<file path="config.mk">
export PLATFORM = sky130hd
export DESIGN_NAME = tile_scroll_ctl
export DESIGN_NICKNAME = d
export VERILOG_FILES = /design/src/rtl/tile_scroll_ctl.sv
export SDC_FILE = /design/constraint.sdc
export NUM_CORES = 1
export LEC_CHECK = 0
export ABC_AREA = 1
export BUFFER_PORTS_ARGS = -buffer_cell sky130_fd_sc_hd__clkbuf_2
export CAP_MARGIN = 10
export CORE_ASPECT_RATIO = 1.2
export CORE_MARGIN = 2
export CORE_UTILIZATION = 31
export CTS_BUF_LIST = sky130_fd_sc_hd__clkbuf_16
export CTS_CLUSTER_DIAMETER = 50
export CTS_CLUSTER_SIZE = 16
export DETAILED_ROUTE_END_ITERATION = 8
export PLACE_DENSITY = 0.42
export SYNTH_ARGS = -nofsm -noshare
export SYNTH_HDL_FRONTEND = slang
export SYNTH_SLANG_ARGS = --single-unit
</file>
<file path="constraint.sdc">
create_clock -name clk -period 4.49 [get_ports clk]
set_clock_uncertainty 0.05 [all_clocks]
set_input_delay 0.2245 -clock clk [delete_from_list [all_inputs] [get_ports clk]]
set_output_delay 0.2245 -clock clk [all_outputs]
set_load 0.01 [all_outputs]
</file>
<file path="src/rtl/tile_scroll_ctl.sv">
`default_nettype none
// ============================================================================
//  Module   : tile_scroll_ctl
//  Purpose  : Falling-tile sequencer. Scrolls a 4x4 playfield at a
//             level-dependent rate, spawns tiles from an LFSR, judges key
//             presses against the lowest pending tile, keeps score.
//  Revision : 1.0  initial release
// ============================================================================
module tile_scroll_ctl #(
    parameter int unsigned P1       = 25_000_000,
    parameter int unsigned P2       = 15_000_000,
    parameter int unsigned P3       = 10_000_000,
    parameter int unsigned PE_START = 15_000_000,
    parameter int unsigned PE_STEP  = 500_000,
    parameter int unsigned PE_MIN   = 5_000_000
) (
    input  logic        clk,
    input  logic        rst_n,
    input  logic [1:0]  level,
    input  logic        start,
    input  logic [3:0]  key,
    output logic [15:0] rows,
    output logic [13:0] score,
    output logic [1:0]  game_state,
    output logic        over
);
    localparam logic [13:0] c_score_max = 14'd9999;
    localparam logic [7:0]  c_lfsr_seed = 8'hA5;
    localparam logic [31:0] c_p1        = 32'(P1);
    localparam logic [31:0] c_p2        = 32'(P2);
    localparam logic [31:0] c_p3        = 32'(P3);
    localparam logic [31:0] c_pe_start  = 32'(PE_START);
    localparam logic [31:0] c_pe_step   = 32'(PE_STEP);
    localparam logic [31:0] c_pe_min    = 32'(PE_MIN);

    typedef enum logic [1:0] {
        ST_IDLE = 2'd0,
        ST_PLAY = 2'd1,
        ST_OVER = 2'd2
    } state_t;

    state_t      r_state, w_state_nxt;
    logic [15:0] r_rows, w_rows_nxt, w_rows_hit;
    logic [13:0] r_score, w_score_nxt;
    logic        r_over, w_over_nxt;
    logic [31:0] r_tick_cnt, w_cnt_nxt;
    logic [31:0] r_period, w_period_nxt;         // period of the running interval
    logic [31:0] r_period_pend, w_pend_nxt;      // period adopted at next wrap
    logic [3:0]  r_hit_grp, w_grp_nxt;
    logic        r_endless, w_endless_nxt;
    logic [7:0]  r_lfsr;
    logic [31:0] w_level_period;
    logic        w_target_valid;
    logic [1:0]  w_target_idx;
    logic [3:0]  w_target;
    logic        w_key_onehot;
    logic        w_hit;
    logic        w_wrong;
    logic        w_start_game;
    logic [3:0]  w_spawn;

    assign rows       = r_rows;
    assign score      = r_score;
    assign game_state = r_state;
    assign over       = r_over;

    assign w_spawn      = 4'b0001 << r_lfsr[1:0];
    assign w_key_onehot = (key != 4'd0) && ((key & (key - 4'd1)) == 4'd0);
    assign w_start_game = start && (r_state != ST_PLAY);
    assign w_target     = r_rows[{w_target_idx, 2'b00} +: 4];
    assign w_hit        = (r_state == ST_PLAY) && w_target_valid && w_key_onehot
                          && ((key & w_target) != 4'd0);
    assign w_wrong      = (r_state == ST_PLAY) && w_target_valid && (key != 4'd0) && !w_hit;

    // Period selected by the level input when a game starts
    always_comb begin
        w_level_period = c_p1;
        case (level)
            2'd0:    w_level_period = c_p1;
            2'd1:    w_level_period = c_p2;
            2'd2:    w_level_period = c_p3;
            default: w_level_period = c_pe_start;
        endcase
    end

    // Locate the lowest non-empty row; it is the only row a key may hit
    always_comb begin
        w_target_valid = 1'b0;
        w_target_idx   = 2'd0;
        for (int r = 3; r >= 0; r--) begin
            if (r_rows[4*r +: 4] != 4'd0) begin
                w_target_valid = 1'b1;
                w_target_idx   = 2'(r);
            end
        end
    end

    // Playfield after the key is applied; the tick then scrolls this image
    always_comb begin
        w_rows_hit = r_rows;
        if (w_hit) begin
            w_rows_hit[{w_target_idx, 2'b00} +: 4] = 4'd0;
        end
    end

    // Next-state and datapath update: key first, then tick, then start override
    always_comb begin
        w_state_nxt   = r_state;
        w_rows_nxt    = r_rows;
        w_score_nxt   = r_score;
        w_over_nxt    = 1'b0;
        w_cnt_nxt     = r_tick_cnt;
        w_period_nxt  = r_period;
        w_pend_nxt    = r_period_pend;
        w_grp_nxt     = r_hit_grp;
        w_endless_nxt = r_endless;
        case (r_state)
            ST_IDLE: begin
                w_cnt_nxt  = 32'd0;
                w_rows_nxt = 16'd0;
            end
            ST_PLAY: begin
                if (w_hit) begin
                    if (r_score != c_score_max) begin
                        w_score_nxt = r_score + 14'd1;
                    end
                    w_grp_nxt = r_hit_grp + 4'd1;
                    if (r_endless && (r_hit_grp == 4'hF)) begin
                        w_pend_nxt = (r_period_pend >= c_pe_min + c_pe_step)
                                   ? (r_period_pend - c_pe_step) : c_pe_min;
                    end
                end
                if (w_wrong) begin
                    w_state_nxt = ST_OVER;
                    w_over_nxt  = 1'b1;
                end else if (r_tick_cnt == r_period - 32'd1) begin
                    w_cnt_nxt    = 32'd0;
                    w_period_nxt = w_pend_nxt;
                    if (w_rows_hit[3:0] != 4'd0) begin
                        w_rows_nxt  = w_rows_hit;
                        w_state_nxt = ST_OVER;
                        w_over_nxt  = 1'b1;
                    end else begin
                        w_rows_nxt = {w_spawn, w_rows_hit[15:4]};
                    end
                end else begin
                    w_cnt_nxt  = r_tick_cnt + 32'd1;
                    w_rows_nxt = w_rows_hit;
                end
            end
            default: begin
            end
        endcase
        if (w_start_game) begin
            w_state_nxt   = ST_PLAY;
            w_rows_nxt    = 16'd0;
            w_score_nxt   = 14'd0;
            w_cnt_nxt     = 32'd0;
            w_grp_nxt     = 4'd0;
            w_period_nxt  = w_level_period;
            w_pend_nxt    = w_level_period;
            w_endless_nxt = (level == 2'd3);
        end
    end

    // State and datapath registers
    always_ff @(posedge clk or negedge rst_n) begin
        if (!rst_n) begin
            r_state       <= ST_IDLE;
            r_rows        <= 16'd0;
            r_score       <= 14'd0;
            r_over        <= 1'b0;
            r_tick_cnt    <= 32'd0;
            r_period      <= c_p1;
            r_period_pend <= c_p1;
            r_hit_grp     <= 4'd0;
            r_endless     <= 1'b0;
        end else begin
            r_state       <= w_state_nxt;
            r_rows        <= w_rows_nxt;
            r_score       <= w_score_nxt;
            r_over        <= w_over_nxt;
            r_tick_cnt    <= w_cnt_nxt;
            r_period      <= w_period_nxt;
            r_period_pend <= w_pend_nxt;
            r_hit_grp     <= w_grp_nxt;
            r_endless     <= w_endless_nxt;
        end
    end

    // Free-running Fibonacci LFSR, taps 8,6,5,4; never reaches zero
    always_ff @(posedge clk or negedge rst_n) begin
        if (!rst_n) begin
            r_lfsr <= c_lfsr_seed;
        end else begin
            r_lfsr <= {r_lfsr[6:0], r_lfsr[7] ^ r_lfsr[5] ^ r_lfsr[4] ^ r_lfsr[3]};
        end
    end

endmodule
`default_nettype wire

</file>
### Yosys cells after proc, flatten, opt, wreduce, memory -nomap -nowiden

Index checks and enable logic that the tools add are counted.

| word-level totals | value |
|---|---|
| register bits | 142 |

| operators by class | value |
|---|---|
| add/sub/neg operators | 7 |
| order comparisons | 1 |
| eq/ne operators | 9 |
| shift operators | 4 |
| multiplexer cells | 45 |
| bitwise logic cells | 5 |
| reductions and logical operators | 31 |

Operators by type and width:

| kind | number |
|---|---|
| two-way mux 32 bit | 12 |
| two-way mux 16 bit | 5 |
| one-hot mux 32 bit (2 select lines) | 1 |
| two-way mux 14 bit | 4 |
| one-hot mux 25 bit (2 select lines) | 1 |
| adder 32 x 1 -> 32 bit, second input constant | 1 |
| == test 32 bit | 1 |
| >= comparator 32 x 23 -> 1 bit, second input constant | 1 |
| one-hot mux 16 bit (2 select lines) | 1 |
| subtractor 32 x 1 -> 32 bit, second input constant | 1 |
| subtractor 32 x 19 -> 32 bit, second input constant | 1 |
| nonzero test 4 bit | 7 |
| two-way mux 2 bit | 9 |
| bitwise mux 16 bit | 1 |
| variable shift 4 x 6 -> 16 bit, first input constant | 1 |
| indexed part select 16 x 5 -> 4 bit | 1 |
| indexed part select 4 x 6 -> 16 bit, first input constant | 1 |
| adder 14 x 1 -> 14 bit, second input constant | 1 |
| != test 14 bit, second input constant | 1 |
| two-way mux 4 bit | 3 |
| AND reduction 3 bit | 3 |
| nonzero test 3 bit | 3 |
| AND 4 bit | 2 |
| logical AND 1 bit | 8 |
| other kinds (16) | 32 |

### Depth between registers and ports, before layout

Gate-level depths: netlist of the first run.

| logic depth | value |
|---|---|
| depth in word-level cells | 16 |
| gate-level depth with buffers | 20 |
| depth with buffers taken out | 19 |

### Least setup slack after synthesis of the first run

No wires, ideal clock.

| path | value |
|---|---|
| path kind | reg-to-reg |
| start | register r_period[0] |
| end | register r_rows[14] (netlist: rows[14]) |
| arrival time | 2.218 ns |
| data required time | 4.323 ns |
| setup slack | 2.105 ns |
| cell stages (with the launch flop) | 17 |
| cell sequence | dfrtp_1 inv_1 ha_1 nand2_2 nor2_4 nand2_2 xor2_1 nor2_1 nand2_1 nor2_2 nand3_2 nor2_4 buf_6 buf_4 nand3_1 nand3_1 nand2_1 |

| between the ends | value |
|---|---|
| word-level cells in the longest chain between the ends | 6 |

RTL lines:

| element | line | source |
|---|---|---|
| start, declared | 47 | `logic [31:0] r_period, w_period_nxt;` |
| start signal, assigned | 174 | `r_period <= c_p1;` |
| start signal, assigned | 184 | `r_period <= w_period_nxt;` |
| subtractor 32 x 1 -> 32 bit | 136 | `end else if (r_tick_cnt == r_period - 32'd1) begin` |
| == test 32 bit | 136 |  |
| two-way mux 16 bit | 136 |  |
| two-way mux 16 bit | 133 | `if (w_wrong) begin` |
| one-hot mux 16 bit (2 select lines) | 117 | `case (r_state)` |
| two-way mux 16 bit | 154 | `if (w_start_game) begin` |
| end signal, assigned | 180 | `r_rows <= w_rows_nxt;` |
| end, declared | 43 | `logic [15:0] r_rows, w_rows_nxt, w_rows_hit;` |

Every way passes these cells. The select of a mux whose other input is x is not followed.
A chain may end at the register's enable or synchronous reset.

### Final worst setup path of the first run

| path | value |
|---|---|
| start | register r_rows[0] (netlist: rows[0]) |
| end | register r_tick_cnt[7] |

| between the ends | value |
|---|---|
| word-level cells in the longest chain between the ends | 10 |

RTL lines:

| element | line | source |
|---|---|---|
| nonzero test 4 bit | 91 | `if (r_rows[4*r +: 4] != 4'd0) begin` |
| two-way mux 2 bit | 91 |  |
| indexed part select 16 x 5 -> 4 bit | 70 | `assign w_target = r_rows[{w_target_idx, 2'b00} +: 4];` |
| AND 4 bit | 72 | `&& ((key & w_target) != 4'd0);` |
| nonzero test 4 bit | 72 |  |
| logical AND 1 bit | 72 |  |
| zero test 1 bit | 73 | `assign w_wrong = (r_state == ST_PLAY) && w_target_valid && (key != 4'd0) && !w_hit;` |
| logical AND 1 bit (*) | 73 |  |
| != test 3 bit (no source line) (*) | - |  |
| AND reduction 2 bit (no source line) (*) | - |  |
| end signal, assigned | 183 | `r_tick_cnt <= w_cnt_nxt;` |
| end, declared | 46 | `logic [31:0] r_tick_cnt, w_cnt_nxt;` |

Every way passes the cells marked *; elsewhere a longest branch is shown, timed or not.

==> flow_metrics.env, run 1 <==
export IMPL_synth_most_common_cell="sky130_fd_sc_hd__nand2_1"
export IMPL_final_period_utilization_pct=79.2
export IMPL_totalNegativeSetupSlack_ns=0
export IMPL_synth_cell_type_count=43
export IMPL_clkTransAtPathRegs_ns=0.06
export IMPL_htree_num_levels=4
export IMPL_mappedNetlistArea_um2=9900
export IMPL_synth_ff_latch_count=142
export IMPL_drv_slew=0
export IMPL_io_pins=42
export IMPL_min_path_type="input pin to register"
export IMPL_critical_r2r_launch="rows[0]"
export IMPL_grt_first_pass_wirelength_um=51100
export IMPL_max_cap_violations=0
export IMPL_die_x_um=167
export IMPL_finalSetupViolCount=0
export IMPL_dp_hpwl_um=23600
export IMPL_post_route_min_period_ns=3.56
export IMPL_first_global_vias=9226
export IMPL_post_synth_cell_area_avg_um2=6.62
export IMPL_vdd_drop_max_mv=0.213
export IMPL_wl_per_cell_um=16.3
export IMPL_cts_sink_count=142
export IMPL_area_growth_pct=11.4
export IMPL_layout_cell_area_non_filler_um2=11000
export IMPL_critical_path_max_fanout=42
export IMPL_coreArea_um2=31400
export IMPL_worst_pin_slew_ns=1.20
export IMPL_post_route_cells_drive_above_1_share_pct=9.68
export IMPL_antenna_diode_count=0
export IMPL_grt_max_degree=66
export IMPL_route_detailed_drc=0
export IMPL_synth_common_cells="sky130_fd_sc_hd__nand2_1 (535), sky130_fd_sc_hd__nor2_1 (177), sky130_fd_sc_hd__inv_1 (133), sky130_fd_sc_hd__nand3_1 (126), sky130_fd_sc_hd__dfrtp_1 (114)"
export IMPL_worst_endpoint_required_ns=4.76
export IMPL_die_h_um=200
export IMPL_placement_cell_area_um2=10400
export IMPL_grt_setup_unrepaired="false"
export IMPL_outcome="finished clean"
export IMPL_cellLeakagePower_uw=0.00557
export IMPL_std_cell_rows=71
export IMPL_synthesis_yosys_warnings=0
export IMPL_floorplan_die_area_um2=33400
export IMPL_root_buffer="sky130_fd_sc_hd__clkbuf_16"
export IMPL_cp_data_arrival_time_ns=3.83
export IMPL_timing_critical_path_to_type="register"
export IMPL_buffer_ports_inserted=41
export IMPL_route_antenna_remaining_nets=0
export IMPL_cts_hold_buffers_added=1
export IMPL_grt_antenna_before_repair=0
export IMPL_clock_buffers_created_by_tritoncts=17
export IMPL_detail_route_first_pass_iterations=5
export IMPL_cts_max_path_buffers=2
export IMPL_cts_tree="built"
export IMPL_synth_top_area_cell="sky130_fd_sc_hd__dfrtp_1"
export IMPL_num_vias=9310
export IMPL_slew_headroom_pct=19.2
export IMPL_synth_edf_count=0
export IMPL_fin_nets=1530
export IMPL_synth_top_area_share_pct=28.8
export IMPL_starting_density_of_the_core_pct=31.6
export IMPL_worstHoldStart="level[1]"
export IMPL_hold_violations=0
export IMPL_worst_setup_path_type="register to register"
export IMPL_postSynth_asyncResetShare_pct=100
export IMPL_cts_resized_gates=0
export IMPL_syn_num_nets=1509
export IMPL_timing_critical_path_from_type="register"
export IMPL_synth_seq_area_share_pct=36.3
export IMPL_maximum_operating_frequency_mhz=281
export IMPL_track_usage_pct=19.5
export IMPL_synth_top_cells_by_area="sky130_fd_sc_hd__dfrtp_1 (29%), sky130_fd_sc_hd__nand2_1 (20%), sky130_fd_sc_hd__dfstp_2 (7.4%)"
export IMPL_post_cts_repair_setup_buffers=0
export IMPL_detail_route_wirelength_um=31500
export IMPL_num_fill_cells=3480
export IMPL_viasPerCell=4.82
export IMPL_gp_congestion=0.829
export IMPL_worst_skew_pair_late_latency_ns=0.43
export IMPL_post_synth_inst_count=1495
export IMPL_startpoint="rows[0]"
export IMPL_initialDrtViolationCount=508
export IMPL_synth_ff_type="sky130_fd_sc_hd__dfrtp_1"
export IMPL_power_per_cell_area_nw_per_um2=604
export IMPL_grt_ovf=0
path summary, 6_finish.rpt:
path | end | slack (ns) | depth (start not counted)
hold / removal | r_endless | 0.02 | 3
min in group asynchronous | r_hit_grp[3] | 0.34 | 2
setup reg to reg | r_tick_cnt[7] | 0.93 | 12
setup / recovery | r_tick_cnt[7] | 0.93 | 12
hold reg to reg | r_lfsr[7] | 0.31 | 0
max in group asynchronous | r_period_pend[9] | 2.94 | 3
cell usage in the layout, fill, tap and decap left out, types with 28 or more instances in the layout:
cell	count
sky130_fd_sc_hd__nor2_1	177
sky130_fd_sc_hd__nand4_1	37
sky130_fd_sc_hd__dfrtp_1	114
sky130_fd_sc_hd__nand2_1	535
sky130_fd_sc_hd__clkbuf_2	40
sky130_fd_sc_hd__nand3_1	126
sky130_fd_sc_hd__o21ai_0	65
sky130_fd_sc_hd__xor2_1	63
sky130_fd_sc_hd__dfstp_2	28
sky130_fd_sc_hd__inv_1	137
stage by stage:
step	power [uW]	utilization, %	cells	hold WS (ns)	setup WS [ns]
2_1_floorplan	4330	-	1495	-0.121	2.10
6_report	6660	35.2	1930	0.0181	0.933
5_1_grt	7260	35.2	1930	0.0347	0.642
4_1_cts	6730	35.2	1930	0.0111	0.909
3_3_place_gp	5240	33.3	1897	0.249	0.887
3_5_place_dp	5240	33.3	1897	0.253	0.929
registers in the layout, summed over array words and instances, names as in the netlist:
name,count
game_state,2
over,1
r_endless,1
r_hit_grp,4
r_lfsr,8
r_period,32
r_period_pend,32
r_tick_cnt,32
rows,16
score,14
layer usage:
metal	track usage, %	vias up	share of wire, %
met4	5.20	0	1.5
met5	0	-	0
li1	-	4791	-
met2	35.0	136	49
met1	24.8	4352	46
met3	2.54	31	2.7
power by group:
group / internal (uW) / switching, uW
Clock: 862 / 581
Combinational: 993 / 2030
Sequential: 1690 / 496
Total: 3550 / 3110
cell type report:
class	count	area, um^2	area share [%]
Multi-Input combinational cell	1163	5530	50.1
Sequential cell	142	3590	32.6
Inverter	140	526	4.77
Tap cell	401	502	4.55
Clock buffer	17	425	3.86
Timing Repair Buffer	52	297	2.69
Clock inverter	15	159	1.44
kinds of logic after synthesis:
logic type | count (synthesis) | share of synthesized area (%)
simple gates | 958 | 41.3
buf+inv | 190 | 7.90
flops | 142 | 36.3
compound gates | 115 | 6.13
xor+xnor | 84 | 7.65
fa+ha+maj | 5 | 0.632
mux | 1 | 0.101
worst max-delay path: stages (launching register included):
cell                      delay [ns]
sky130_fd_sc_hd__dfrtp_1        0.47
sky130_fd_sc_hd__nor2_1         0.06
sky130_fd_sc_hd__nand2_1        0.18
sky130_fd_sc_hd__nor2_4         0.10
sky130_fd_sc_hd__nand3_1        0.09
sky130_fd_sc_hd__nand3_1        0.09
sky130_fd_sc_hd__nor2_1         0.63
sky130_fd_sc_hd__nand2_4        0.49
sky130_fd_sc_hd__nand2_4        0.23
sky130_fd_sc_hd__nand2_2        0.07
sky130_fd_sc_hd__inv_1          0.61
sky130_fd_sc_hd__o21ai_0        0.21
sky130_fd_sc_hd__o21a_1         0.16
Power figures use the tool's default switching activity.
==> run 2, diff against run 1 <==
--- a/config.mk
+++ b/config.mk
@@ -15,7 +15,7 @@
 export CTS_CLUSTER_DIAMETER = 50
 export CTS_CLUSTER_SIZE = 16
 export DETAILED_ROUTE_END_ITERATION = 8
-export PLACE_DENSITY = 0.42
+export PLACE_DENSITY = 0.43
 export SYNTH_ARGS = -nofsm -noshare
 export SYNTH_HDL_FRONTEND = slang
 export SYNTH_SLANG_ARGS = --single-unit
==> constraint.sdc (replaced) <==
create_clock -name clk -period 3.25 [get_ports clk]
set_clock_uncertainty 0.05 [all_clocks]
set_input_delay 0.1625 -clock clk [delete_from_list [all_inputs] [get_ports clk]]
set_output_delay 0.1625 -clock clk [all_outputs]
set_load 0.01 [all_outputs]
==> run 2 against run 1 <==
  * Sequential share of layout area fell by 0.47 points
  * Flip-flop and latch count did not move
  * Total power rose by 37%
  * Final cell count rose by 1.0%
  * Setup slack got worse by 0.59 ns
  * Critical path type unchanged
  * Via count rose by 0.63%
  * Largest cell class unchanged
  * Highest routed layer unchanged
  * Global-route usage fell by 0.26 points
  * First-iteration DRC count rose by 3.0%
==> flow_metrics.env, run 2 (same netlist as run 1, synthesis figures left out) <==
export IMPL_outcome="finished clean"
export IMPL_cellLeakagePower_uw=0.00566
export IMPL_grt_max_degree=78
export IMPL_root_buffer="sky130_fd_sc_hd__clkbuf_16"
export IMPL_starting_density_of_the_core_pct=31.6
export IMPL_first_global_vias=9347
export IMPL_worst_hold_slack_ns=0.0408
export IMPL_worstHoldStart="level[1]"
export IMPL_path_cells="inv_1 > ha_1 > nand2_2 > nor2_4 > nand2_2 > nor2_1 > nand3_1 > nand2_1 > nand3b_1 > nor2_1 > nand3_1 > nor2_4 > buf_12 > nand2_4 > nand2_1 > nand3_1 > nand2_1"
export IMPL_critPathMaxStageDelay_ns=0.43
export IMPL_max_cap_violations=0
export IMPL_dp_hpwl_um=23800
export IMPL_final_period_utilization_pct=89.4
export IMPL_ff2ff_setup_slack_ns=0.35
export IMPL_slew_headroom_pct=39.3
export IMPL_initialDrtViolationCount=523
export IMPL_clock_buffers_created_by_tritoncts=17
export IMPL_htree_num_levels=4
export IMPL_worstHoldEndpoint="r_period_pend[9]"
export IMPL_post_route_cells_drive_above_1_share_pct=11.0
export IMPL_worst_endpoint_required_ns=3.57
export IMPL_grt_ovf=0
export IMPL_grt_first_pass_wirelength_um=50700
export IMPL_detail_route_first_pass_iterations=5
export IMPL_maximum_operating_frequency_mhz=344
export IMPL_timing_critical_path_buf_inv=2
export IMPL_die_x_um=167
export IMPL_vdd_drop_max_mv=0.414
export IMPL_layout_common_cells="sky130_fd_sc_hd__nand2_1 (535), sky130_fd_sc_hd__nor2_1 (177), sky130_fd_sc_hd__inv_1 (133)"
export IMPL_gp_congestion=0.860
export IMPL_post_route_min_period_ns=2.90
export IMPL_worst_path_max_delay_cell="sky130_fd_sc_hd__dfrtp_1"
export IMPL_worst_setup_path_type="register to register"
export IMPL_wl_per_cell_um=16.0
export IMPL_crit_reg2reg_capture="rows[7]"
export IMPL_hold_depth=3
export IMPL_totalNegativeSetupSlack_ns=0
export IMPL_ff2ff_path_depth=17
export IMPL_timing_critical_path_from_type="register"
export IMPL_largest_registers="r_period x32, r_period_pend x32, r_tick_cnt x32"
export IMPL_cts_sink_count=142
export IMPL_critical_r2r_launch="r_period[0]"
export IMPL_grt_setup_unrepaired="false"
export IMPL_route_antenna_remaining_nets=0
export IMPL_worst_path_dominant_cell_family="simple AND/OR/NAND/NOR gates"
export IMPL_viasPerCell=4.80
export IMPL_cts_tree="built"
export IMPL_finalSetupViolCount=0
export IMPL_worst_skew_pair_late_latency_ns=0.44
export IMPL_power_per_cell_area_nw_per_um2=817
export IMPL_cp_data_arrival_time_ns=3.22
export IMPL_antenna_diode_count=0
export IMPL_hold_violations=0
export IMPL_floorplan_die_area_um2=33400
export IMPL_num_vias=9369
export IMPL_buffer_ports_inserted=41
export IMPL_grt_antenna_before_repair=0
export IMPL_io_pins=42
export IMPL_detail_route_wirelength_um=31100
export IMPL_track_usage_pct=19.3
export IMPL_clkTransAtPathRegs_ns=0.07
export IMPL_drv_slew=0
export IMPL_std_cell_rows=71
export IMPL_critical_path_max_fanout=23
export IMPL_die_h_um=200
export IMPL_fin_nets=1550
export IMPL_timing_critical_path_to_type="register"
export IMPL_cts_max_path_buffers=2
export IMPL_startpoint="r_period[0]"
export IMPL_area_growth_pct=13.0
export IMPL_route_detailed_drc=0
export IMPL_min_path_type="input pin to register"
export IMPL_worst_pin_slew_ns=0.902
export IMPL_coreArea_um2=31400
export IMPL_final_common_cell="sky130_fd_sc_hd__nand2_1"
## run 2: worst max path at each step
stage	endpoint	depth (start not counted)	slack, ns
2_1_floorplan	rows[14]	16	0.86
6_report	rows[7]	17	0.35
3_5_place_dp	rows[7]	17	0.25
4_1_cts	rows[7]	17	0.21
3_3_place_gp	rows[7]	17	0.23
5_1_grt	rows[7]	17	0.02
## run 2: area by class of cell
class / instances / area, um^2
flip-flops and latches: 142 / 3590
inverters: 140 / 526
repair buffers: 72 / 489
multi-input cells: 1163 / 5530
clock buffers: 17 / 425
clock inverters: 15 / 129
well taps: 401 / 502
fillers: 3426 / 20200
## run 2: worst register-to-register path, delay by kind of cell (launching register included)
kind                       cells  cell delay, ns
DFF                            1            0.43
and+or+nand+nor               14            1.80
buffers and inverters          2            0.34
adders and majority gates      1            0.23
## run 2: layer usage
| layer | global-route usage, % | vias up | part of all wire, % |
|---|---|---|---|
| li1 | - | 4835 | - |
| met5 | 0 | - | 0 |
| met2 | 34.1 | 147 | 49 |
| met1 | 24.9 | 4355 | 47 |
| met3 | 2.19 | 32 | 2.3 |
| met4 | 5.52 | 0 | 1.7 |
## run 2: what timing repair did
item                       4_1_cts  5_1_grt
hold buffers                     3        0
setup endpoints to repair        0       21
resized for setup                0        0
hold endpoints to repair        67        0
setup buffers                    0        1
## run 2: report_power, final
part,switching [uW],leakage [uW],total (uW),internal [uW]
registers,669,0.00182,3010,2340
logic,2810,0.00356,4250,1440
clock network,879,0.000277,1880,1000
total,4360,0.00566,9140,4780
## run 2: through the flow
step	total power, uW	setup WS [ns]	instances	area (um^2)	util [%]
3_5_place_dp	7300	0.246	1914	10600	33.8
5_1_grt	9990	0.0236	1950	11200	35.7
3_3_place_gp	7300	0.232	1914	10600	33.8
2_1_floorplan	5990	0.865	1495	9900	-
6_report	9140	0.345	1950	11200	35.7
4_1_cts	9240	0.213	1949	11200	35.7
==> run 3, diff against run 2 <==
--- a/config.mk
+++ b/config.mk
@@ -9,13 +9,12 @@
 export BUFFER_PORTS_ARGS = -buffer_cell sky130_fd_sc_hd__clkbuf_2
 export CAP_MARGIN = 10
 export CORE_ASPECT_RATIO = 1.2
-export CORE_MARGIN = 2
-export CORE_UTILIZATION = 31
+export CORE_UTILIZATION = 40
 export CTS_BUF_LIST = sky130_fd_sc_hd__clkbuf_16
 export CTS_CLUSTER_DIAMETER = 50
 export CTS_CLUSTER_SIZE = 16
 export DETAILED_ROUTE_END_ITERATION = 8
-export PLACE_DENSITY = 0.43
+export PLACE_DENSITY = 0.54
 export SYNTH_ARGS = -nofsm -noshare
 export SYNTH_HDL_FRONTEND = slang
 export SYNTH_SLANG_ARGS = --single-unit
==> constraint.sdc (replaced) <==
create_clock -name clk -period 2.55 [get_ports clk]
set_clock_uncertainty 0.05 [all_clocks]
set_input_delay 0.1275 -clock clk [delete_from_list [all_inputs] [get_ports clk]]
set_output_delay 0.1275 -clock clk [all_outputs]
set_load 0.01 [all_outputs]
==> run 3 against run 2 <==
  * The flow now finishes with violations (setup timing)
  * Sequential share of layout area decreased by 3.0 points
  * Sequential power increased by 25%
  * Wire length decreased by 2.1%
  * Maximum frequency increased by 11%
  * Setup slack got worse by 0.42 ns
  * Non-clock buffer count increased by 87
  * First-iteration DRC count increased by 7.1%
  * Global-route usage increased by 5.7 points
  * Total power increased by 40%
  * Critical endpoint is now rows[0]
  * Highest routed layer unchanged
==> flow_metrics.env, run 3 (same netlist as run 1, synthesis figures left out) <==
export IMPL_outcome="finished with violations"
export IMPL_violations="setup timing"
export IMPL_floorplan_die_area_um2=25400
export IMPL_antenna_diode_count=0
export IMPL_timing_critical_path_from_type="register"
export IMPL_cts_sink_count=142
export IMPL_final_common_cell="sky130_fd_sc_hd__nand2_1"
export IMPL_num_vias=9842
export IMPL_initialDrtViolationCount=560
export IMPL_layout_core_utilization_pct=51.3
export IMPL_coreArea_um2=24100
export IMPL_die_x_um=146
export IMPL_root_buffer="sky130_fd_sc_hd__clkbuf_16"
export IMPL_std_cell_rows=62
export IMPL_num_fill_cells=2432
export IMPL_min_path_type="input pin to register"
export IMPL_layout_common_cells="sky130_fd_sc_hd__nand2_1 (502), sky130_fd_sc_hd__nor2_1 (151), sky130_fd_sc_hd__inv_1 (128)"
export IMPL_cts_tree="built"
export IMPL_route_detailed_drc=0
export IMPL_finalSetupViolCount=39
export IMPL_worst_endpoint_required_ns=2.88
export IMPL_detail_route_first_pass_iterations=5
export IMPL_worst_hold_slack_ns=0.0197
export IMPL_route_antenna_remaining_nets=0
export IMPL_cellLeakagePower_uw=0.00627
export IMPL_max_cap_violations=0
export IMPL_clkTransAtPathRegs_ns=0.07
export IMPL_first_global_vias=9722
export IMPL_detail_route_wirelength_um=30500
export IMPL_critical_path_max_fanout=5
export IMPL_final_cells=1956
export IMPL_post_route_min_period_ns=2.62
export IMPL_place_detailed_instances=1903
export IMPL_slew_headroom_pct=11.7
export IMPL_io_pins=42
export IMPL_starting_density_of_the_core_pct=41.0
export IMPL_area_growth_pct=25.1
export IMPL_worst_setup_path_type="register to register"
export IMPL_post_route_cells_drive_above_1_share_pct=21.1
export IMPL_drv_slew=0
export IMPL_worst_skew_pair_late_latency_ns=0.44
export IMPL_design_power_total_uw=12800
export IMPL_cts_max_path_buffers=2
export IMPL_clock_buffers_created_by_tritoncts=17
export IMPL_track_usage_pct=24.9
export IMPL_gp_congestion=0.910
export IMPL_grt_max_degree=48
export IMPL_grt_ovf=0
export IMPL_grt_first_pass_wirelength_um=49900
export IMPL_viasPerCell=5.03
export IMPL_wl_per_cell_um=15.6
export IMPL_area_sequential_um2=3590
export IMPL_grt_antenna_before_repair=0
export IMPL_die_h_um=174
export IMPL_vdd_drop_max_mv=0.562
export IMPL_multi_input_area_um2=5880
export IMPL_fin_nets=1637
export IMPL_setup_slack_ns=-0.0733
export IMPL_maximum_operating_frequency_mhz=381
export IMPL_htree_num_levels=4
export IMPL_cp_data_arrival_time_ns=2.95
export IMPL_power_per_cell_area_nw_per_um2=1040
export IMPL_final_period_utilization_pct=103
export IMPL_timing_critical_path_to_type="register"
export IMPL_hold_violations=0
export IMPL_grt_setup_unrepaired="true"
export IMPL_buffer_ports_inserted=41
export IMPL_worst_pin_slew_ns=1.31
export IMPL_largest_registers="r_period x32, r_period_pend x32, r_tick_cnt x32"
export IMPL_dp_hpwl_um=22400
[run 3: cell types whose count changed in the layout (fill, tap and decap cells not counted), sizes merged]
cell and change:
buf +84, clkinv -3, clkbuf +2, clkinvlp +2, bufinv +1, dlygate4sd3 +1
[run 3: final cells by class]
| class | count | area share, % |
|---|---|---|
| clock inverter | 15 | 1.37 |
| clock buffer | 17 | 3.44 |
| sequential | 142 | 29.0 |
| tap | 320 | 3.23 |
| multi-input combinational | 1163 | 47.5 |
| inverter | 140 | 4.30 |
| timing repair buffer | 159 | 11.1 |
[run 3: path summary, 6_finish.rpt]
check | cells after the start | endpoint | startpoint | slack, ns
max in group asynchronous | 3 | r_tick_cnt[10] | rst_n | 1.55
worst min-delay path | 3 | r_period_pend[8] | level[0] | 0.02
worst max-delay path | 19 | rows[0] | r_period[1] | -0.07
worst min register to register | 0 | r_lfsr[7] | r_lfsr[6] | 0.30
worst max register to register | 19 | rows[0] | r_period[1] | -0.07
min in group asynchronous | 2 | r_period_pend[15] | rst_n | 0.13
[run 3: where the power goes]
group | internal, uW | switching, uW | leakage, uW
registers | 2980 | 775 | 0.00181
clock network | 1390 | 1170 | 0.000291
logic | 2490 | 4010 | 0.00417
[run 3: routing by layer]
layer / vias to the layer above / global-route usage, % / share of wire (%)
met1: 4630 / 31.7 / 46
met5: - / 0 / 0
met4: 0 / 8.90 / 2.5
met2: 178 / 43.0 / 49
li1: 4993 / - / -
met3: 41 / 3.46 / 2.8
[run 3: critical path: stages, from the launching register on]
cell and delay (ns):
sky130_fd_sc_hd__dfrtp_1 0.40, sky130_fd_sc_hd__inv_2 0.08, sky130_fd_sc_hd__ha_4 0.15, sky130_fd_sc_hd__nand2_4 0.06, sky130_fd_sc_hd__nor2_4 0.19, sky130_fd_sc_hd__buf_6 0.14, sky130_fd_sc_hd__nand2_4 0.06, sky130_fd_sc_hd__nor2_4 0.10
sky130_fd_sc_hd__xor2_2 0.16, sky130_fd_sc_hd__nand2_1 0.09, sky130_fd_sc_hd__nor2_2 0.14, sky130_fd_sc_hd__nand3_2 0.10, sky130_fd_sc_hd__nor2_4 0.22, sky130_fd_sc_hd__buf_6 0.15, sky130_fd_sc_hd__buf_12 0.11, sky130_fd_sc_hd__buf_16 0.12
sky130_fd_sc_hd__nand3_1 0.07, sky130_fd_sc_hd__nand2_1 0.06, sky130_fd_sc_hd__nand2_1 0.05, sky130_fd_sc_hd__nand2_1 0.05
[run 3: what timing repair did]
action / CTS / global route
hold endpoints to repair: 83 / 0
setup buffers: 7 / 6
gates cloned: 3 / 3
setup endpoints to repair: 69 / 122
gates resized for setup: 32 / 99
pin swaps: 13 / 39
hold buffers: 4 / 0
[run 3: per-stage QoR]
step                worst slack, ns  setup TNS [ns]  instance area, um^2
floorplan                     0.165               0                 9900
global route                 -0.271          -12.70                12400
CTS                         -0.0198          -0.206                12000
global placement            -0.0359          -0.712                11100
finish                      -0.0733           -1.43                12400
detailed placement           -0.133           -4.71                11100
